<file path="src/rtl/spi_slave_pkg.sv">
// ---------------------------------------------------------------------------
// spi_slave_pkg
// Shared definitions for the SPI slave receive path.
//   DEF_FRAME_W / DEF_CMD_W : default frame and command-field widths
//   rx_state_t              : receive FSM states
//   CMD_*                   : command encodings found in the top bits of a frame
// ---------------------------------------------------------------------------
package spi_slave_pkg;

   localparam int DEF_FRAME_W = 10;
   localparam int DEF_CMD_W   = 2;

   typedef enum logic [2:0] {
      IDLE      = 3'd0,
      CHK_CMD   = 3'd1,
      WRITE     = 3'd2,
      READ_ADD  = 3'd3,
      READ_DATA = 3'd4,
      DONE      = 3'd5
   } rx_state_t;

   localparam logic [DEF_CMD_W-1:0] CMD_WR_ADDR = 2'b00;
   localparam logic [DEF_CMD_W-1:0] CMD_WR_DATA = 2'b01;
   localparam logic [DEF_CMD_W-1:0] CMD_RD_ADDR = 2'b10;
   localparam logic [DEF_CMD_W-1:0] CMD_RD_DATA = 2'b11;

endpackage

</file>
<file path="src/rtl/spi_slave_rx_fsm_shifter.sv">
// ---------------------------------------------------------------------------
// spi_rx_shifter
// MSB-first shift register with a saturating bit counter.
// Ports:
//   clk, rst    : clock, asynchronous active-high reset
//   clear       : zero the shift register and counter (takes priority)
//   shift_en    : shift din into the LSB and count one bit (ignored when full)
//   din         : serial data in
//   frame_next  : value the register would hold after shifting din in now
//   last        : exactly FRAME_W-1 bits held, so the next shift completes a frame
//   full        : FRAME_W bits held
// ---------------------------------------------------------------------------
module spi_rx_shifter #(
   parameter int FRAME_W = 10,
   parameter int CNT_W   = $clog2(FRAME_W + 1)
) (
   input  logic               clk,
   input  logic               rst,
   input  logic               clear,
   input  logic               shift_en,
   input  logic               din,
   output logic [FRAME_W-1:0] frame_next,
   output logic               last,
   output logic               full
);

   logic [FRAME_W-1:0] sr;
   logic [CNT_W-1:0]   cnt;

   assign frame_next = {sr[FRAME_W-2:0], din};
   assign last       = (cnt == CNT_W'(FRAME_W - 1));
   assign full       = (cnt == CNT_W'(FRAME_W));

   always_ff @(posedge clk or posedge rst) begin
      if (rst) begin
         sr  <= '0;
         cnt <= '0;
      end else if (clear) begin
         sr  <= '0;
         cnt <= '0;
      end else if (shift_en && !full) begin
         // Saturating: the counter can never pass FRAME_W.
         sr  <= frame_next;
         cnt <= cnt + 1'b1;
      end
   end

endmodule

</file>
<file path="src/rtl/spi_slave_rx_fsm.sv">
// ---------------------------------------------------------------------------
// spi_slave_rx_fsm
// Receive side of the SPI slave: deserializes MOSI into {cmd, payload} frames,
// tracks the write / read-address / read-data command sequence and hands each
// legal frame to the RAM interface.
// Ports:
//   clk, rst     : SPI clock (rising edge), asynchronous active-high reset
//   ss_n, mosi   : slave select (active low), serial data in
//   rx_data      : last accepted frame {cmd, payload}
//   rx_valid     : one-cycle pulse, rx_data updated
//   rd_pending   : read address accepted, read-data frame outstanding
//   frame_err    : one-cycle pulse, command illegal for the current read phase
//   frame_abort  : one-cycle pulse, ss_n rose mid-frame
// Handshake: rx_valid is a pure strobe with no ready; the consumer must take
// rx_data in the cycle rx_valid is high (rx_data is held afterwards anyway).
// ---------------------------------------------------------------------------
import spi_slave_pkg::*;

module spi_slave_rx_fsm #(
   parameter int FRAME_W = DEF_FRAME_W,
   parameter int CMD_W   = DEF_CMD_W
) (
   input  logic               clk,
   input  logic               rst,
   input  logic               ss_n,
   input  logic               mosi,
   output logic [FRAME_W-1:0] rx_data,
   output logic               rx_valid,
   output logic               rd_pending,
   output logic               frame_err,
   output logic               frame_abort
);

   rx_state_t          state, state_n;
   logic               shift_en, clear;
   logic [FRAME_W-1:0] frame_next;
   logic               last, full;
   logic [CMD_W-1:0]   cmd;
   logic               legal;

   logic [FRAME_W-1:0] rx_data_n;
   logic               rx_valid_n, rd_pending_n, frame_err_n, frame_abort_n;

   spi_rx_shifter #(.FRAME_W(FRAME_W)) u_shifter (
      .clk        (clk),
      .rst        (rst),
      .clear      (clear),
      .shift_en   (shift_en),
      .din        (mosi),
      .frame_next (frame_next),
      .last       (last),
      .full       (full)
   );

   // Command field of the frame as it stands once the current bit is in.
   assign cmd = frame_next[FRAME_W-1 -: CMD_W];

   always_ff @(posedge clk or posedge rst) begin
      if (rst) begin
         state       <= IDLE;
         rx_data     <= '0;
         rx_valid    <= 1'b0;
         rd_pending  <= 1'b0;
         frame_err   <= 1'b0;
         frame_abort <= 1'b0;
      end else begin
         state       <= state_n;
         rx_data     <= rx_data_n;
         rx_valid    <= rx_valid_n;
         rd_pending  <= rd_pending_n;
         frame_err   <= frame_err_n;
         frame_abort <= frame_abort_n;
      end
   end

   always_comb begin
      state_n       = state;
      shift_en      = 1'b0;
      clear         = 1'b0;
      legal         = 1'b0;
      rx_data_n     = rx_data;
      rx_valid_n    = 1'b0;
      rd_pending_n  = rd_pending;
      frame_err_n   = 1'b0;
      frame_abort_n = 1'b0;

      case (state)
         IDLE: begin
            // Idle edge after ss_n falls: mosi is not sampled, shifter starts empty.
            clear = 1'b1;
            if (!ss_n) state_n = CHK_CMD;
         end

         CHK_CMD: begin
            if (ss_n) begin
               clear         = 1'b1;
               frame_abort_n = 1'b1;
               state_n       = IDLE;
            end else begin
               shift_en = 1'b1;
               // The first command bit picks the phase; read phase follows rd_pending.
               if (!mosi)          state_n = WRITE;
               else if (rd_pending) state_n = READ_DATA;
               else                state_n = READ_ADD;
            end
         end

         WRITE, READ_ADD, READ_DATA: begin
            if (ss_n) begin
               clear         = 1'b1;
               frame_abort_n = 1'b1;
               state_n       = IDLE;
            end else begin
               shift_en = !full;
               if (last) begin
                  // Final bit: judge the complete frame on this same edge.
                  state_n = DONE;
                  case (state)
                     READ_ADD:  legal = (cmd == CMD_RD_ADDR);
                     READ_DATA: legal = (cmd == CMD_RD_DATA);
                     default:   legal = 1'b1;
                  endcase
                  if (legal) begin
                     rx_data_n  = frame_next;
                     rx_valid_n = 1'b1;
                     if (state == READ_ADD)  rd_pending_n = 1'b1;
                     if (state == READ_DATA) rd_pending_n = 1'b0;
                  end else begin
                     frame_err_n = 1'b1;
                  end
               end
            end
         end

         DONE: begin
            // Overrun bits are dropped until the master releases ss_n.
            if (ss_n) state_n = IDLE;
         end

         default: begin
            clear   = 1'b1;
            state_n = IDLE;
         end
      endcase
   end

endmodule

</file>
<file path="config.mk">
export PLATFORM = sky130hd
export DESIGN_NAME = spi_slave_rx_fsm
export DESIGN_NICKNAME = d
export VERILOG_FILES = /design/src/rtl/spi_slave_pkg.sv /design/src/rtl/spi_slave_rx_fsm_shifter.sv /design/src/rtl/spi_slave_rx_fsm.sv
export SDC_FILE = /design/constraint.sdc
export NUM_CORES = 1
export LEC_CHECK = 0
export BUFFER_PORTS_ARGS = -buffer_cell sky130_fd_sc_hd__buf_2
export CAP_MARGIN = 0
export CORE_MARGIN = 2
export CORE_UTILIZATION = 61
export CTS_CLUSTER_DIAMETER = 50
export DETAILED_ROUTE_END_ITERATION = 10
export PLACE_DENSITY = 0.86
export SKIP_CTS_REPAIR_TIMING = 1
export SLEW_MARGIN = 20
export SYNTH_ARGS = -nofsm -noshare
export SYNTH_HDL_FRONTEND = slang
export SYNTH_HIERARCHICAL = 1
export SYNTH_SLANG_ARGS = --single-unit
</file>
<file path="constraint.sdc">
create_clock -name clk -period 3.51 [get_ports clk]
set_input_delay 0 -clock clk [delete_from_list [all_inputs] [get_ports clk]]
set_output_delay 0 -clock clk [all_outputs]
set_load 0.1 [all_outputs]
</file>
==> results of run 1 <==
worst min-delay path: cells and delay by family:
kind | cells | cell delay [ps]
buf+inv | 3 | 1010
routing by layer:
layer  routed length, um  track usage  share of wire  vias up
li1                    -            -              -      493
met1                1240        0.324           0.46      512
met2                1280        0.327           0.48       23
met3                  92       0.0508          0.034        8
met4                  58        0.141          0.022        0
met5                   0            0              0        -
final cells by class:
cell class / instances / area (sq um) / area share
clock inverters: 1 / 30.0 / 0.0180
inverters: 9 / 36.3 / 0.0217
multi-input cells: 83 / 654 / 0.391
well taps: 28 / 35.0 / 0.0209
repair buffers: 20 / 115 / 0.0688
flip-flops and latches: 30 / 751 / 0.449
clock buffers: 6 / 51.3 / 0.0307
cells in the final DEF, fill, tap and decap left out, drive strengths merged, types with 2 or more instances in the layout:
cell	count
buf	17
inv	9
o21ai	3
dfrtp	30
nor2b	2
nor2	11
a21oi	11
mux2	8
nand3	3
clkbuf	6
a21o	3
a22o	9
dlygate4sd3	3
and2b	3
nand2b	2
ha	3
nand2	5
nor3	2
flip-flops by register name (all words and copies together), names as in the netlist:
register,flops
rd_pending,1
rx_valid,1
u_shifter/cnt,4
u_shifter/sr,9
rx_data,10
state,3
frame_abort,1
frame_err,1
logic make-up after synthesis:
logic type | count (synthesis) | synth area share
AND/OR/NAND/NOR | 36 | 0.151
AO/OA/AOI/OAI | 35 | 0.178
flip-flops | 30 | 0.506
buffers and inverters | 14 | 0.0531
multiplexers | 8 | 0.0809
adder cells (fa/ha/maj) | 3 | 0.0253
XOR/XNOR | 1 | 0.00590
metrics by stage:
step / area (sq um) / util
floorplan: 1480 / -
global placement: 1560 / 0.693
detailed placement: 1560 / 0.693
CTS: 1640 / 0.729
global route: 1670 / 0.742
finish: 1670 / 0.742
worst max-delay path by stage:
stage / end / cells past startpoint
floorplan: rx_data[0] / 7
global placement: rx_data[2] / 7
detailed placement: u_shifter/sr[2] / 11
CTS: u_shifter/sr[1] / 11
global route: u_shifter/sr[2] / 11
finish: u_shifter/sr[4] / 11
power by group:
group | switching (uW) | leakage, uW | internal, uW
clock network | 114 | 0.0000443 | 166
registers | 16.1 | 0.000406 | 353
logic | 59.8 | 0.000445 | 29.7
==> metrics.cfg, run 1 <==
[clock_tree]
cts_root_buf=clkbuf_4
clk-insertion-delay-late_ps=320
cts_buffers=5
path_clk_slew_ps=90
cts_buffer_depth=2
cts_tree=done
htree_levels=2
cts_sinks=30

[pwr]
power_density_nw_per_um2=441
ir_drop_mv=0.320
p_total_uw=738
p_leak_uw=0.000895

[drt]
antenna_left=0
vias=1036
wl_per_cell_um=15.1
drc=0
dr.first_iter.drc_count=28
vias_per_cell=5.85
dr.pass1.iters=4
routed_wl_um=2670

[yosys]
synth.most_common_cell=dfrtp_1
synth_top_cell_by_area=dfrtp_1
synth_commonest_cells=dfrtp_1, nor2_1, a22o_1
synthDistinctLibCells=41
synth.avg_cell_area_sq_um=11.7
yosysTopAreaCellShare=0.506
ys_top_cells_by_area=dfrtp_1, mux2_4, a22o_1, ha_1, nor2_1
netlist_area_sq_um=1480
async_flop_share=1.00
synth-seq-cells=30
synth_flop_cell=dfrtp_1
syn_nets=134
syn_inst=127
ys_warn_count=6
ys_seq_area_frac=0.506
synth-edff-count=0

[floorplan]
fp.dieH_um=53.3
fp.dieArea_sq_um=2840
start_util=0.658
ios=18
num_rows=17
core_sq_um=2250
die_w_um=53.3

[placed_design]
dp_slack_ps=1300
hpwl_um=1880
gp_congestion=0.863
port_buffers=17
place_inst=167

[grt]
grt_start_max_net_pins=18
antenna_found_initial=0
track_usage=0.233
grt_overflow=0
grt_pass1_vias=938
grt_first_pass_wirelength_um=4510

[sta]
min_period_ps=2270
fmax_ghz=0.440
period_share=0.648
setup_tns_ps=0
slew_headroom=0.520
setup_slack_ps=1240
fin_worst_skew_ps=8.27
final-setup-viol-count=0
maxSlewViolCount=0
rsz0062_at_grt=false
hold_violations=0
tightest_slew_ps=712
hold_ws_ps=236

[job]
max_cap_violations=0

[worst_setup_path]
critical_path.top_delay_family=simple AND/OR/NAND/NOR gates
r2r-end=u_shifter/sr[4]
slowest_stage=dfrtp_1
cp_num_buf_inv=3
required_ps=3770
crit_path_start=u_shifter/cnt[0]
r2r_start=u_shifter/cnt[0]
slowest_delay_ps=410
crit_path_end_kind=register
r2r_cells=11
r2r_slack_ps=1240
cp.arrival_ps=2530
cp_max_fo=9
crit_top_cell=inv_1
cp_cell_sequence=inv_1, ha_1, nand3b_4, inv_4, inv_1, a21oi_1, a2bb2oi_1, nor2_1, nand2b_1, nor2_2, a22o_1
crit_type=register to register
crit_path_start_kind=register

[final_layout]
nets=156
layout.cells.non_filler=177
drive_gt1_frac=0.309
insertedDiodeCount=0
area_growth_pct=12.7
final.fill_count=170

[status]
status=completed

[worst_hold_path]
hold_class=primary input to async pin

Power figures use the tool's default switching activity.
==> run 2: changes to the inputs <==
--- a/config.mk
+++ b/config.mk
@@ -8,10 +8,10 @@
 export BUFFER_PORTS_ARGS = -buffer_cell sky130_fd_sc_hd__buf_2
 export CAP_MARGIN = 0
 export CORE_MARGIN = 2
-export CORE_UTILIZATION = 61
+export CORE_UTILIZATION = 56
 export CTS_CLUSTER_DIAMETER = 50
 export DETAILED_ROUTE_END_ITERATION = 10
-export PLACE_DENSITY = 0.86
+export PLACE_DENSITY = 0.8
 export SKIP_CTS_REPAIR_TIMING = 1
 export SLEW_MARGIN = 20
 export SYNTH_ARGS = -nofsm -noshare
==> constraint.sdc (replaced) <==
create_clock -name clk -period 2.2 [get_ports clk]
set_input_delay 0 -clock clk [delete_from_list [all_inputs] [get_ports clk]]
set_output_delay 0 -clock clk [all_outputs]
set_load 0.1 [all_outputs]
==> metrics.cfg, run 2 (same netlist as run 1, synthesis figures left out) <==
[grt]
grt_pass1_vias=964
met3_usage=0.0773
track_usage=0.207
grt_overflow=0
grt-busiest-layer=met2
antenna_found_initial=0
grtUsageMet1=0.274
grt_start_max_net_pins=18
grt_first_pass_wirelength_um=4710
grt_util_met2=0.308

[final_layout]
largest_reg_flops=10
area_growth_pct=15.3
final_cell_mix=dfrtp_1, buf_2, nor2_1, a22o_1
drive_gt1_frac=0.338
layout_commonest_cell=dfrtp_1
post-route-util=0.684
nets=160
layout.cells.non_filler=184
top_register=rx_data
largestRegisters=rx_data: 10 flops, u_shifter/sr: 9 flops, u_shifter/cnt: 4 flops
insertedDiodeCount=0

[placed_design]
place_inst=173
gp_congestion=0.841
hpwl_um=1990
port_buffers=17

[drt]
drc=0
dr.pass1.iters=4
antenna_left=0
wl_per_cell_um=16.0
vias_per_cell=5.82
vias=1070
dr.first_iter.drc_count=21
routed_wl_um=2950

[worst_setup_path]
crit_type=register to register
cp.arrival_ps=2370
crit_path_start_kind=register
cp_max_fo=9
cp_num_buf_inv=3
slowest_delay_ps=430
r2r-end=u_shifter/sr[4]
slowest_stage=dfrtp_1
crit_path_end_kind=register
r2r_slack_ps=40
r2r_cells=11
cp_cell_sequence=inv_1, ha_1, nand3b_4, inv_4, inv_1, a21oi_1, a2bb2oi_2, nor2_4, nand2b_1, nor2_4, a22o_1
r2r_start=u_shifter/cnt[0]
required_ps=2410
critical_path.top_delay_family=compound AO/OA/AOI/OAI gates

[worst_hold_path]
hold_class=primary input to async pin

[clock_tree]
cts_sinks=30
path_clk_slew_ps=100
htree_levels=2
clk-insertion-delay-late_ps=330
cts_tree=done
cts_buffers=5
cts_root_buf=clkbuf_4
cts_buffer_depth=2

[sta]
fmax_ghz=0.464
final-setup-viol-count=0
fin_worst_skew_ps=15.5
hold_violations=0
min_period_ps=2160
slew_headroom=0.579
period_share=0.981
tightest_slew_ps=630
maxSlewViolCount=0

[job]
max_cap_violations=0

[pwr]
ir_drop_mv=0.533
power_density_nw_per_um2=647
p_leak_uw=0.000910

[floorplan]
die_w_um=55.5
ios=18
start_util=0.594
fp.dieH_um=55.5
num_rows=18
core_sq_um=2500
fp.dieArea_sq_um=3080

[status]
status=completed

[run 2: cell count changes in the layout (fill, tap and decap cells not counted), sizes merged]
cell / before / now
clkbuf: 6 / 7
buf: 17 / 21
bufinv: 1 / 0
clkinv: 0 / 1
[run 2: area by class of cell]
class,count,area [sq um]
Tap cell,30,37.5
Multi-Input combinational cell,83,681
Clock inverter,1,5.00
Fill cell,205,790
Clock buffer,7,55.1
Sequential cell,30,751
Timing Repair Buffer,24,145
Inverter,9,36.3
[run 2: metal layers]
layer  wire (um)  up-vias  share of wire
met4          38        0          0.013
met2        1470       30           0.50
met3         128        4          0.043
li1            -      504              -
met1        1320      532           0.45
met5           0        -              0
[run 2: per-stage QoR]
stage | hold WS [ps] | setup slack (ps) | total power [uW] | cell area (sq um) | TNS [ps]
final | 235 | 42.8 | 1110 | 1710 | 0
after global routing | 293 | -60.1 | 1170 | 1710 | -399
after CTS | -326 | -45.2 | 1100 | 1650 | -294
after detailed placement | 50.3 | 0.141 | 755 | 1590 | 0
after global placement | 39.8 | 57.3 | 750 | 1590 | 0
after floorplan | -123 | 283 | 722 | 1480 | 0
[run 2: how the worst max path moves through the flow]
stage | start | to | slack (ps) | depth (start not counted)
after global placement | u_shifter/cnt[0] | u_shifter/sr[1] | 60 | 11
after global routing | u_shifter/cnt[0] | u_shifter/sr[4] | -60 | 11
after CTS | u_shifter/cnt[0] | u_shifter/sr[4] | -50 | 11
after detailed placement | u_shifter/cnt[0] | u_shifter/sr[4] | 0.1 | 11
after floorplan | u_shifter/cnt[1] | rx_data[0] | 280 | 7
final | u_shifter/cnt[0] | u_shifter/sr[4] | 40 | 11
[run 2: report_power, final]
| group | internal, uW | switching (uW) |
|---|---|---|
| Clock | 155 | 185 |
| Combinational | 67.0 | 125 |
| Sequential | 563 | 12.4 |
[run 2: worst reg2reg max path: stages (launching register included)]
cell       delay [ps]
dfrtp_1           430
inv_1             120
ha_1              200
nand3b_4          130
inv_4             100
inv_1              70
a21oi_1           210
a2bb2oi_2         210
nor2_4             80
nand2b_1          150
nor2_4             80
a22o_1            240
